File: src/rtl/reg_wb_scheduler_if.sv
// Issue, writeback and register-file write-port signals of the scheduler, grouped for port use.
interface reg_wb_scheduler_if #(
    parameter int unsigned CNT_W = 4
);
    logic             IssueValid;
    logic [4:0]       IssueRS1;
    logic [4:0]       IssueRS2;
    logic             IssueUseRS1;
    logic             IssueUseRS2;
    logic [4:0]       IssueRD;
    logic             IssueWrEn;
    logic             IssueReady;
    logic             Flush;
    logic             WbAValid;
    logic [4:0]       WbARD;
    logic [31:0]      WbAData;
    logic             WbAReady;
    logic             WbMValid;
    logic [4:0]       WbMRD;
    logic [31:0]      WbMData;
    logic             WbMReady;
    logic             LdR;
    logic [4:0]       RD;
    logic [31:0]      DataR;
    logic [31:0]      Busy;
    logic [CNT_W-1:0] OutCnt;

    modport master (
        output IssueValid, IssueRS1, IssueRS2, IssueUseRS1, IssueUseRS2, IssueRD, IssueWrEn,
        output Flush, WbAValid, WbARD, WbAData, WbMValid, WbMRD, WbMData,
        input  IssueReady, WbAReady, WbMReady, LdR, RD, DataR, Busy, OutCnt
    );

    modport slave (
        input  IssueValid, IssueRS1, IssueRS2, IssueUseRS1, IssueUseRS2, IssueRD, IssueWrEn,
        input  Flush, WbAValid, WbARD, WbAData, WbMValid, WbMRD, WbMData,
        output IssueReady, WbAReady, WbMReady, LdR, RD, DataR, Busy, OutCnt
    );
endinterface

File: src/rtl/reg_wb_scheduler.sv
// Issue scoreboard (RAW/WAW/outstanding-limit stall) and round-robin arbiter for the single
// register-file write port shared by the ALU (A) and load unit (M).
module reg_wb_scheduler #(
    parameter int unsigned MAX_OUT = 4,
    parameter int unsigned CNT_W   = 4
) (
    input  logic              i_clk,
    input  logic              i_rst_n,
    reg_wb_scheduler_if.slave io_bus
);
    logic [31:0]      r_busy;
    logic [CNT_W-1:0] r_cnt;
    logic             r_ldr;
    logic [4:0]       r_rd;
    logic [31:0]      r_data;
    logic             r_ptr_m;

    logic             w_issue_real;
    logic             w_cnt_full;
    logic             w_issue_ready;
    logic             w_issue_fire;
    logic             w_gnt_a;
    logic             w_gnt_m;
    logic             w_gnt;
    logic [4:0]       w_gnt_rd;
    logic [31:0]      w_gnt_data;
    logic             w_inc;
    logic             w_dec;
    logic [31:0]      w_busy_d;

    always_comb begin
        w_issue_real  = io_bus.IssueWrEn && (io_bus.IssueRD != 5'd0);
        w_cnt_full    = (r_cnt == CNT_W'(MAX_OUT));
        w_issue_ready = !(io_bus.IssueUseRS1 && r_busy[io_bus.IssueRS1]) &&
                        !(io_bus.IssueUseRS2 && r_busy[io_bus.IssueRS2]) &&
                        !(w_issue_real && r_busy[io_bus.IssueRD]) &&
                        !(w_issue_real && w_cnt_full) &&
                        !io_bus.Flush;
        w_issue_fire  = io_bus.IssueValid && w_issue_ready && w_issue_real;

        w_gnt_a    = io_bus.WbAValid && (!io_bus.WbMValid || !r_ptr_m);
        w_gnt_m    = io_bus.WbMValid && (!io_bus.WbAValid || r_ptr_m);
        w_gnt      = w_gnt_a || w_gnt_m;
        w_gnt_rd   = w_gnt_a ? io_bus.WbARD : io_bus.WbMRD;
        w_gnt_data = w_gnt_a ? io_bus.WbAData : io_bus.WbMData;

        // r_ldr is only ever set for rd!=0, so it doubles as the retire strobe for r_rd
        w_inc = w_issue_fire;
        w_dec = r_ldr && (r_cnt != '0);

        w_busy_d = r_busy;
        if (r_ldr) begin
            w_busy_d[r_rd] = 1'b0;
        end
        if (w_issue_fire) begin
            w_busy_d[io_bus.IssueRD] = 1'b1;
        end
        w_busy_d[0] = 1'b0;
    end

    always_ff @(posedge i_clk or negedge i_rst_n) begin
        if (!i_rst_n) begin
            r_busy  <= '0;
            r_cnt   <= '0;
            r_ldr   <= 1'b0;
            r_rd    <= '0;
            r_data  <= '0;
            r_ptr_m <= 1'b0;
        end else begin
            r_busy <= w_busy_d;
            if (w_inc && !w_dec) begin
                r_cnt <= r_cnt + CNT_W'(1);
            end else if (w_dec && !w_inc) begin
                r_cnt <= r_cnt - CNT_W'(1);
            end
            r_ldr <= w_gnt && (w_gnt_rd != 5'd0);
            if (w_gnt) begin
                r_rd    <= w_gnt_rd;
                r_data  <= w_gnt_data;
                r_ptr_m <= w_gnt_a;
            end
        end
    end

    assign io_bus.IssueReady = w_issue_ready;
    assign io_bus.WbAReady   = w_gnt_a;
    assign io_bus.WbMReady   = w_gnt_m;
    assign io_bus.LdR        = r_ldr;
    assign io_bus.RD         = r_rd;
    assign io_bus.DataR      = r_data;
    assign io_bus.Busy       = r_busy;
    assign io_bus.OutCnt     = r_cnt;
endmodule

File: src/flat_wrapper.sv
// flat-port wrapper written by rule: the top's interface ports become plain ports
module reg_wb_scheduler_flat 
#(
    parameter int unsigned MAX_OUT = 4,
    parameter int unsigned CNT_W   = 4
)
  (i_clk, i_rst_n, io_bus_IssueValid, io_bus_IssueRS1, io_bus_IssueRS2, io_bus_IssueUseRS1, io_bus_IssueUseRS2, io_bus_IssueRD, io_bus_IssueWrEn, io_bus_Flush, io_bus_WbAValid, io_bus_WbARD, io_bus_WbAData, io_bus_WbMValid, io_bus_WbMRD, io_bus_WbMData, io_bus_IssueReady, io_bus_WbAReady, io_bus_WbMReady, io_bus_LdR, io_bus_RD, io_bus_DataR, io_bus_Busy, io_bus_OutCnt);
  reg_wb_scheduler_if #(.CNT_W(CNT_W)) io_bus_i ();
  input  logic i_clk;
  input  logic i_rst_n;
  input wire logic [$bits(io_bus_i.IssueValid)-1:0] io_bus_IssueValid;
  input wire logic [$bits(io_bus_i.IssueRS1)-1:0] io_bus_IssueRS1;
  input wire logic [$bits(io_bus_i.IssueRS2)-1:0] io_bus_IssueRS2;
  input wire logic [$bits(io_bus_i.IssueUseRS1)-1:0] io_bus_IssueUseRS1;
  input wire logic [$bits(io_bus_i.IssueUseRS2)-1:0] io_bus_IssueUseRS2;
  input wire logic [$bits(io_bus_i.IssueRD)-1:0] io_bus_IssueRD;
  input wire logic [$bits(io_bus_i.IssueWrEn)-1:0] io_bus_IssueWrEn;
  input wire logic [$bits(io_bus_i.Flush)-1:0] io_bus_Flush;
  input wire logic [$bits(io_bus_i.WbAValid)-1:0] io_bus_WbAValid;
  input wire logic [$bits(io_bus_i.WbARD)-1:0] io_bus_WbARD;
  input wire logic [$bits(io_bus_i.WbAData)-1:0] io_bus_WbAData;
  input wire logic [$bits(io_bus_i.WbMValid)-1:0] io_bus_WbMValid;
  input wire logic [$bits(io_bus_i.WbMRD)-1:0] io_bus_WbMRD;
  input wire logic [$bits(io_bus_i.WbMData)-1:0] io_bus_WbMData;
  output wire logic [$bits(io_bus_i.IssueReady)-1:0] io_bus_IssueReady;
  output wire logic [$bits(io_bus_i.WbAReady)-1:0] io_bus_WbAReady;
  output wire logic [$bits(io_bus_i.WbMReady)-1:0] io_bus_WbMReady;
  output wire logic [$bits(io_bus_i.LdR)-1:0] io_bus_LdR;
  output wire logic [$bits(io_bus_i.RD)-1:0] io_bus_RD;
  output wire logic [$bits(io_bus_i.DataR)-1:0] io_bus_DataR;
  output wire logic [$bits(io_bus_i.Busy)-1:0] io_bus_Busy;
  output wire logic [$bits(io_bus_i.OutCnt)-1:0] io_bus_OutCnt;
  assign io_bus_i.IssueValid = io_bus_IssueValid;
  assign io_bus_i.IssueRS1 = io_bus_IssueRS1;
  assign io_bus_i.IssueRS2 = io_bus_IssueRS2;
  assign io_bus_i.IssueUseRS1 = io_bus_IssueUseRS1;
  assign io_bus_i.IssueUseRS2 = io_bus_IssueUseRS2;
  assign io_bus_i.IssueRD = io_bus_IssueRD;
  assign io_bus_i.IssueWrEn = io_bus_IssueWrEn;
  assign io_bus_i.Flush = io_bus_Flush;
  assign io_bus_i.WbAValid = io_bus_WbAValid;
  assign io_bus_i.WbARD = io_bus_WbARD;
  assign io_bus_i.WbAData = io_bus_WbAData;
  assign io_bus_i.WbMValid = io_bus_WbMValid;
  assign io_bus_i.WbMRD = io_bus_WbMRD;
  assign io_bus_i.WbMData = io_bus_WbMData;
  assign io_bus_IssueReady = io_bus_i.IssueReady;
  assign io_bus_WbAReady = io_bus_i.WbAReady;
  assign io_bus_WbMReady = io_bus_i.WbMReady;
  assign io_bus_LdR = io_bus_i.LdR;
  assign io_bus_RD = io_bus_i.RD;
  assign io_bus_DataR = io_bus_i.DataR;
  assign io_bus_Busy = io_bus_i.Busy;
  assign io_bus_OutCnt = io_bus_i.OutCnt;
  reg_wb_scheduler #(.MAX_OUT(MAX_OUT), .CNT_W(CNT_W)) u_core (.i_clk(i_clk), .i_rst_n(i_rst_n), .io_bus(io_bus_i));
endmodule
File: config.mk
export PLATFORM = sky130hd
export DESIGN_NAME = reg_wb_scheduler_flat
export DESIGN_NICKNAME = d
export VERILOG_FILES = /design/src/rtl/reg_wb_scheduler_if.sv /design/src/rtl/reg_wb_scheduler.sv /design/src/flat_wrapper.sv
export SDC_FILE = /design/constraint.sdc
export NUM_CORES = 1
export LEC_CHECK = 0
export ABC_AREA = 1
export BUFFER_PORTS_ARGS = -buffer_cell sky130_fd_sc_hd__buf_2
export CORE_ASPECT_RATIO = 1.1
export CORE_UTILIZATION = 45
export DETAILED_ROUTE_END_ITERATION = 16
export PLACE_DENSITY = 0.73
export SYNTH_ARGS = -nofsm -noshare
export SYNTH_HDL_FRONTEND = slang
export SYNTH_SLANG_ARGS = --single-unit
File: constraint.sdc
create_clock -name i_clk -period 3.63 [get_ports i_clk]
set_clock_uncertainty 0.05 [all_clocks]
set_input_delay 0.9075 -clock i_clk [delete_from_list [all_inputs] [get_ports i_clk]]
set_output_delay 0.9075 -clock i_clk [all_outputs]
set_load 0.05 [all_outputs]
# Word-level counts from Yosys, hierarchy flattened
# Cells that the tools add are included.
# classes
addsub	2
n_mul	0
div	0
magnitude_cmp	6
eq_ne	1
shifts	0
mux	16
bitwise	3
n_reduce_logical	36
# op_table
cell	n
2-to-1 mux 32 bit	3
AND 32 bit	1
NOT 32 bit	1
OR 32 bit	1
less-than comparator 5 x 6 -> 1 bit (second input constant)	4
logical AND 1 bit	19
binary-select mux 1 bit (select 5 bit)	3
demux 1 bit (select 5 bit)	2
>= comparator 5 x 1 -> 1 bit (second input constant)	2
logical NOT 1 bit	10
nonzero test 5 bit	2
2-to-1 mux 4 bit	2
2-to-1 mux 1 bit	5
2-to-1 mux 5 bit	1
adder 4 x 1 -> 4 bit (second input constant)	1
== test 4 x 3 -> 1 bit (second input constant)	1
nonzero test 4 bit	1
subtractor 4 x 1 -> 4 bit (second input constant)	1
logical OR 1 bit	3
nonzero test 2 bit	1
# word_totals
ff_bits	74
latchBits	0
mem_bits_rw	0
mem_bits_ro	0
in_bits	98
output_inout_bits	77
wordCells	70
memories	0

# Longest topological paths before layout
# Gate-level depths: netlist (run 1).
# depth
depth_word	14
depth_mapped	24
depth_no_buf	23

# Least setup slack after synthesis (run 1)
# Ideal clock, no wire load.
# synth_path
kind	input port to flip-flop
from	in io_bus_IssueRS2[0]
to	reg u_core.r_cnt[3] (netlist: u_core.io_bus.OutCnt[3])
arrival_time_ns	3.173
required_time_ns	3.436
setup_slack_ns	0.263
cell_stages	22
path_buffers	2
cell_sequence	buf_2 -> inv_2 -> buf_4 -> nand2_1 -> nand3_1 -> nand3_1 -> nand3_1 -> nand3_1 -> nand3_1 -> nand2_2 -> nor2_8 -> nand2_1 -> nor2_1 -> ha_1 -> inv_1 -> ha_1 -> a21o_1 -> a21oi_1 -> nand2_1 -> nand2_1 -> nor2_1 -> xor2_1
# synth_via
elab_chain_len	13
# synth_rtl
item	line_no	text
start: declaration	flat_wrapper.sv:13	input wire logic [$bits(io_bus_i.IssueRS2)-1:0] io_bus_IssueRS2;
binary-select mux 1 bit (select 5 bit) (*)	reg_wb_scheduler.sv:35	!(io_bus.IssueUseRS2 && r_busy[io_bus.IssueRS2]) &&
2-to-1 mux 1 bit (implied by the code) (*)	reg_wb_scheduler.sv:35	
logical AND 1 bit (*)	reg_wb_scheduler.sv:35	
logical NOT 1 bit (*)	reg_wb_scheduler.sv:35	
logical AND 1 bit (*)	reg_wb_scheduler.sv:34	w_issue_ready = !(io_bus.IssueUseRS1 && r_busy[io_bus.IssueRS1]) &&
logical AND 1 bit (*)	reg_wb_scheduler.sv:35	
logical AND 1 bit (*)	reg_wb_scheduler.sv:36	!(w_issue_real && r_busy[io_bus.IssueRD]) &&
logical AND 1 bit (*)	reg_wb_scheduler.sv:37	!(w_issue_real && w_cnt_full) &&
logical AND 1 bit (*) (2 in a row)	reg_wb_scheduler.sv:39	w_issue_fire = io_bus.IssueValid && w_issue_ready && w_issue_real;
logical NOT 1 bit	reg_wb_scheduler.sv:73	end else if (w_dec && !w_inc) begin
logical AND 1 bit	reg_wb_scheduler.sv:73	
nonzero test 2 bit (no source line)	n/a	
end signal: assignment	reg_wb_scheduler.sv:72	r_cnt <= r_cnt + CNT_W'(1);
end signal: assignment	reg_wb_scheduler.sv:74	r_cnt <= r_cnt - CNT_W'(1);
end: declaration	reg_wb_scheduler.sv:12	logic [CNT_W-1:0] r_cnt;
# Mark *: on every way between the ends. The rest lies on a longest branch, timed or not. The select of a mux whose other input is x is not followed.
# A chain may end at the register's enable or synchronous reset.

# Worst setup path in the final report (run 1)
# layout_path
from	in io_bus_IssueRD[0]
to	out io_bus_IssueReady
# layout_via
elab_chain_len	7
# layout_rtl
item	line_no	text
start: declaration	flat_wrapper.sv:16	input wire logic [$bits(io_bus_i.IssueRD)-1:0] io_bus_IssueRD;
binary-select mux 1 bit (select 5 bit) / nonzero test 5 bit (equally long branches)	reg_wb_scheduler.sv:36, reg_wb_scheduler.sv:32	
2-to-1 mux 1 bit (implied by the code) / logical AND 1 bit (equally long branches)	reg_wb_scheduler.sv:36, reg_wb_scheduler.sv:32	
logical AND 1 bit	reg_wb_scheduler.sv:36	
logical NOT 1 bit	reg_wb_scheduler.sv:36	
logical AND 1 bit	reg_wb_scheduler.sv:35	
logical AND 1 bit (*)	reg_wb_scheduler.sv:36	
logical AND 1 bit (*)	reg_wb_scheduler.sv:37	
end: declaration	flat_wrapper.sv:25	output wire logic [$bits(io_bus_i.IssueReady)-1:0] io_bus_IssueReady;
# Marks and branches as above.

==> flow_summary.ini, run 1 <==
[run_status]
status = finished, final reports clean

[sta]
hold_violations = 0
rsz0062_at_grt = no
relSlewSlack = 0.391
finalSetupViolations = 0
layout_min_cycle_time_ns = 3.42
finalCritPeriodShare = 0.943
hold_ws_ns = 0.427
setup_tns_ns = 0
fmax_mhz = 292
slew_violations = 0
worst_pin_slew_ns = 0.913

[placed_design]
portBuffers = 173
hpwlAfterDp_mm = 11.1
place.gp.congestion = 0.948
dp.cells = 997
postPlaceCellArea_um2 = 5860

[worst_setup_path]
worstSetupEndpointType = output port
worst-r2r-setup-slack_ns = 0.83
worstSetupPathType = primary input to output port
start_kind = primary input
cp_max_fo = 12
critPathArrivalTime_ns = 2.47
crit_required_ns = 2.67

[clock_tree]
cts_tree = done
postCtsSetupRepairBufs = 0
cts_resized = 0
h-tree-depth = 3
numCtsBuffers = 9
cts-root-buf = clkbuf_16
worstSkewPairLatency_ns = 0.34
cts.sinks = 74
clk_pin_slew_ns = 0.06
clockBufferDepth = 2
cts_hold_buf = 0

[detailed_routing]
dr.pass1.iters = 5
wl_per_cell_um = 14.7
drt_iter0_drc = 299
drt_wl_total_mm = 14.8
vias = 5217
antenna_left = 0
viasPerCell = 5.16
drc_errors = 0

[yosys]
netlist.area_leader.share = 0.378
ys_types = 35
synth_top_family_by_area = simple AND/OR/NAND/NOR gates
synth_xor_area_frac = 0.00536
synth_cells = 696
synthesis.area_um2 = 4900
synth_adder_area_share = 0.0117
seq_area_frac_synth = 0.378
synth-seq-cells = 74
ys_top_cells_by_area = dfrtp_1 (38%), nand2_1 (15%), o21ai_0 (11%)
syn_area_per_cell_um2 = 7.04
synth_nets = 798
synth-simple-area-share = 0.370
ys_warn_count = 0
synth_mux_area_frac = 0.0102
synth_top_cell_by_area = dfrtp_1
synth_compound_area_frac = 0.121

[finish]
n_antenna_cell = 0
fill_cells = 1035
nNetsFinal = 967
fin_util = 0.588
layout-drive-gt1-share = 0.283
fin_area_um2 = 6170
final_cells = 1011
area_growth_pct = 26.0

[global_routing]
grt_use_total = 0.277
antenna_found_initial = 0
grt_max_degree = 75
grt-ovfl-total = 0
grt_pass1_vias = 5007
grt_pass1_wl_mm = 24.1

[power_and_ir_drop]
powerDensity_nw_per_um2 = 734
ir_drop_uv = 361
p_leak_uw = 0.00316

[floorplan]
rows = 39
dieArea_um2 = 11300
coreArea_um2 = 10500
fp.dieH_um = 111
start_util = 0.467
io_pins = 175
die_x_um = 101

[worst_hold_path]
hold_path.class = flip-flop to flip-flop

[flow_run]
maxCapViolations = 0
## flip-flops by register name (all words and copies together), names as in the netlist
register	cells
u_core.io_bus.DataR	32
u_core.io_bus.Busy	31
u_core.io_bus.RD	5
u_core.io_bus.OutCnt	4
u_core.io_bus.LdR	1
u_core.r_ptr_m	1
## final timing paths
| check | startpoint | end | cells after the start |
|---|---|---|---|
| setup / recovery | io_bus_IssueRD[0] | io_bus_IssueReady | 15 |
| hold / removal | u_core.io_bus.DataR[29] | u_core.io_bus.DataR[29] | 2 |
| setup reg to reg | u_core.io_bus.Busy[26] | u_core.io_bus.OutCnt[3] | 22 |
| hold reg to reg | u_core.io_bus.DataR[29] | u_core.io_bus.DataR[29] | 2 |
| max in group asynchronous | i_rst_n | u_core.io_bus.RD[0] | 1 |
| min in group asynchronous | i_rst_n | u_core.io_bus.DataR[21] | 1 |
## metal layers
layer,vias to the layer above,global-route usage,routed length (um)
li1,2590,-,-
met1,2369,0.349,6220
met2,214,0.448,6930
met3,44,0.0634,1090
met4,0,0.125,588
met5,-,0,0
## cell families (layout without fill, tap and decap cells)
kind of cell / Yosys count / count (layout)
AO/OA/AOI/OAI: 117 / 117
XOR/XNOR: 3 / 3
adder cells (fa/ha/maj): 4 / 4
buffers and inverters: 99 / 271
flip-flops: 74 / 74
multiplexers: 5 / 5
other: 1 / 1
AND/OR/NAND/NOR: 393 / 393
## synthesized netlist by cell type, drive strengths merged
cell and number:
clkbuf 15, a31oi 1, a21o 1, xor2 1, o211ai 1, buf 18
nand3 109, o21ai 112, ha 3, mux2i 5, a21oi 2, conb 1
fa 1, inv 65, dfrtp 74, nor2 80, nand4 1, nor3 8
and3 1, nand2 194, xnor2 2, clkinv 1
## power breakdown
group          internal, uW  total (uW)  switching, uW
Sequential             1080        1390            310
Combinational           551        2200           1650
Clock                   612         943            331
Total                  2240        4530           2290
## cell type report
| class | count | area, um2 | area share |
|---|---|---|---|
| multi-input cells | 523 | 2550 | 0.413 |
| flip-flops and latches | 74 | 1850 | 0.300 |
| repair buffers | 191 | 1030 | 0.167 |
| inverters | 66 | 255 | 0.0414 |
| clock buffers | 11 | 243 | 0.0393 |
| well taps | 143 | 179 | 0.0290 |
| clock inverters | 3 | 65.1 | 0.0105 |
## cell usage in the layout, fill, tap and decap left out
cell and n:
a21o_1 1, a21oi_1 2, a31oi_1 1, and3_1 1
buf_12 2, buf_2 172, buf_4 17, bufinv_16 2
clkbuf_1 1, clkbuf_16 9, clkbuf_8 1, clkinv_1 1
clkinv_2 1, conb_1 1, dfrtp_1 74, fa_1 1
ha_1 3, inv_1 59, inv_2 4, inv_4 1
inv_6 1, mux2i_1 5, nand2_1 190, nand2_2 2
nand2_4 2, nand3_1 80, nand3_2 29, nand4_1 1
nor2_1 78, nor2_4 1, nor2_8 1, nor3_1 7
nor3_2 1, o211ai_1 1, o21ai_0 105, o21ai_1 7
xnor2_1 2, xor2_1 1
## worst max-delay path: stages
cell     delay, ns
buf_2         0.18
buf_12        0.17
nand2_4       0.09
nor2_1        0.04
nor2_1        0.11
nand2_1       0.05
nand2_1       0.05
nand2_1       0.05
nor2_1        0.10
nand2_1       0.05
nand2_1       0.06
nand2_2       0.08
nor2_8        0.13
buf_4         0.13
buf_2         0.25
## stage by stage
step                setup slack, ns  total power [uW]
floorplan                     0.263              2970
global placement              0.112              3560
detailed placement           0.0422              3590
CTS                           0.212              4540
global route                 0.0472              4800
finish                        0.207              4530
Power figures use the tool's default switching activity.
==> run 2, diff against run 1 <==
--- a/config.mk
+++ b/config.mk
@@ -10,7 +10,7 @@
 export CORE_ASPECT_RATIO = 1.1
 export CORE_UTILIZATION = 45
 export DETAILED_ROUTE_END_ITERATION = 16
-export PLACE_DENSITY = 0.73
+export PLACE_DENSITY = 0.76
 export SYNTH_ARGS = -nofsm -noshare
 export SYNTH_HDL_FRONTEND = slang
 export SYNTH_SLANG_ARGS = --single-unit
==> constraint.sdc (replaced) <==
create_clock -name i_clk -period 3.1 [get_ports i_clk]
set_clock_uncertainty 0.05 [all_clocks]
set_input_delay 0.775 -clock i_clk [delete_from_list [all_inputs] [get_ports i_clk]]
set_output_delay 0.775 -clock i_clk [all_outputs]
set_load 0.1 [all_outputs]
==> run 2 against run 1 <==
  * Sequential share of layout area down 1.3 points
  * Power up 44%
  * Via count up 1.4%
  * Sequential cell count unchanged
  * Count of clock-buffer cells in the layout unchanged
  * Sequential power up 17%
  * Largest cell class unchanged
  * Highest routed layer is now met5
  * Cell count up 2.5%
==> flow_summary.ini, run 2 (same netlist as run 1, synthesis figures left out) <==
[worst_setup_path]
r2r-end = u_core.io_bus.OutCnt[3]
worstRegToRegCells = 20
worstSetupEndpointType = output port
cp_max_fo = 9
worst-path-buf-inv = 5
worst-r2r-setup-slack_ns = 0.45
start_kind = primary input
worstSetupPathType = primary input to output port
crit_family = buffers and inverters
crit_required_ns = 2.27
regToRegStartpoint = u_core.io_bus.Busy[3]
cpMostUsedCell = nand3_1
critPathArrivalTime_ns = 2.18
slowest_delay_ns = 0.18
cpMaxStageDelayCell = clkbuf_4
crit_path_cell_trace = clkbuf_4 -> inv_4 -> buf_4 -> nand2_1 -> nand3_1 -> nand3_1 -> nand3_1 -> nand3_1 -> nand3_1 -> nand2_2 -> nor2_8 -> buf_4 -> buf_12

[finish]
layout_commonest_cell = nand2_1
fill_cells = 985
multi_input_area_um2 = 2580
n_antenna_cell = 0
final_cell_mix = nand2_1 (188), buf_2 (168), o21ai_0 (104), nand3_1 (80), nor2_1 (77)
nNetsFinal = 990
area_growth_pct = 31.6
layout-drive-gt1-share = 0.315
regArea_um2 = 1850
largest_reg_flops = 32

[power_and_ir_drop]
powerDensity_nw_per_um2 = 1010
swShare = 0.599
p_leak_uw = 0.00329
p_int_uw = 2610
power_uw = 6510
p_comb_frac = 0.587
p_seq_frac = 0.249
ir_drop_uv = 578
p_switching_uw = 3900
pwr-share-clk = 0.164

[clock_tree]
clockBufferDepth = 2
cts_tree = done
h-tree-depth = 3
cts-root-buf = clkbuf_16
cts_hold_buf = 0
worstSkewPairLatency_ns = 0.33
postCtsSetupRepairBufs = 0
numCtsBuffers = 9
clk_pin_slew_ns = 0.06
cts.sinks = 74

[sta]
fmax_mhz = 333
slew_violations = 0
finalSetupViolations = 0
worst_pin_slew_ns = 0.696
hold_violations = 0
finalCritPeriodShare = 0.969
relSlewSlack = 0.536
layout_setup_ws_ns = 0.0973
layout_min_cycle_time_ns = 3.00
rsz0062_at_grt = no
hold_ws_ns = 0.427

[flow_run]
maxCapViolations = 0

[floorplan]
die_x_um = 101
rows = 39
io_pins = 175
start_util = 0.467
coreArea_um2 = 10500
dieArea_um2 = 11300
fp.dieH_um = 111

[detailed_routing]
vias = 5288
drt_iter0_drc = 510
dr.pass1.iters = 5
viasPerCell = 5.10
drt_wl_total_mm = 15.3
antenna_left = 0
drc_errors = 0
wl_per_cell_um = 14.8

[global_routing]
grt_use_total = 0.289
grt-ovfl-total = 0
grt_pass1_wl_mm = 25.3
grt_max_degree = 54
grt_pass1_vias = 5067
antenna_found_initial = 1

[placed_design]
portBuffers = 173
pre_cts_ws_ns = -0.268
hpwlAfterDp_mm = 11.9
place.gp.congestion = 0.956

[worst_hold_path]
hold_path.class = primary input to async pin

[run_status]
status = finished, final reports clean
[run 2: timing repair]
item	in CTS	in global routing
hold endpoints to repair	0	0
resized for setup	1	7
endpoints found under the setup margin	1	4
pin swaps	0	1
[run 2: metal layers]
layer / vias up / wire (um) / global-route usage
met5: - / 10 / 0
met4: 2 / 239 / 0.0850
met3: 19 / 1400 / 0.0804
met2: 229 / 7460 / 0.478
met1: 2401 / 6240 / 0.368
li1: 2637 / - / -
[run 2: worst max-delay path by stage]
stage,to,slack [ns],start,cells after the start
after CTS,io_bus_IssueReady,0.02,io_bus_IssueRD[0],13
after global routing,io_bus_IssueReady,0.003,io_bus_IssueRD[4],13
final,io_bus_IssueReady,0.1,io_bus_IssueRS2[0],13
after detailed placement,u_core.io_bus.OutCnt[3],-0.27,io_bus_IssueRD[0],24
after floorplan,u_core.io_bus.OutCnt[3],-0.07,io_bus_IssueRD[0],24
after global placement,u_core.io_bus.OutCnt[3],-0.25,io_bus_IssueRD[0],24
[run 2: final cells by class]
| cell class | instances | share of cell area |
|---|---|---|
| flip-flops and latches | 74 | 0.288 |
| repair buffers | 214 | 0.196 |
| clock buffers | 11 | 0.0377 |
| multi-input cells | 523 | 0.401 |
| clock inverters | 5 | 0.00932 |
| inverters | 66 | 0.0410 |
| well taps | 143 | 0.0278 |
[run 2: power by group through the flow]
stage | logic (uW) | registers, uW | clock network (uW)
global placement | 3800 | 1630 | 0
finish | 3820 | 1620 | 1070
global route | 4060 | 1660 | 1130
CTS | 3830 | 1620 | 1080
detailed placement | 3820 | 1630 | 0
floorplan | 965 | 3690 | 0
[run 2: through the flow]
| stage | instance area [um2] | instances | util | TNS (ns) |
|---|---|---|---|---|
| after global placement | 6120 | 1020 | 0.584 | -0.514 |
| final | 6440 | 1036 | 0.614 | 0 |
| after detailed placement | 6120 | 1020 | 0.584 | -0.580 |
| after global routing | 6440 | 1036 | 0.614 | 0 |
| after floorplan | 4970 | 696 | - | -0.0739 |
| after CTS | 6420 | 1036 | 0.612 | 0 |
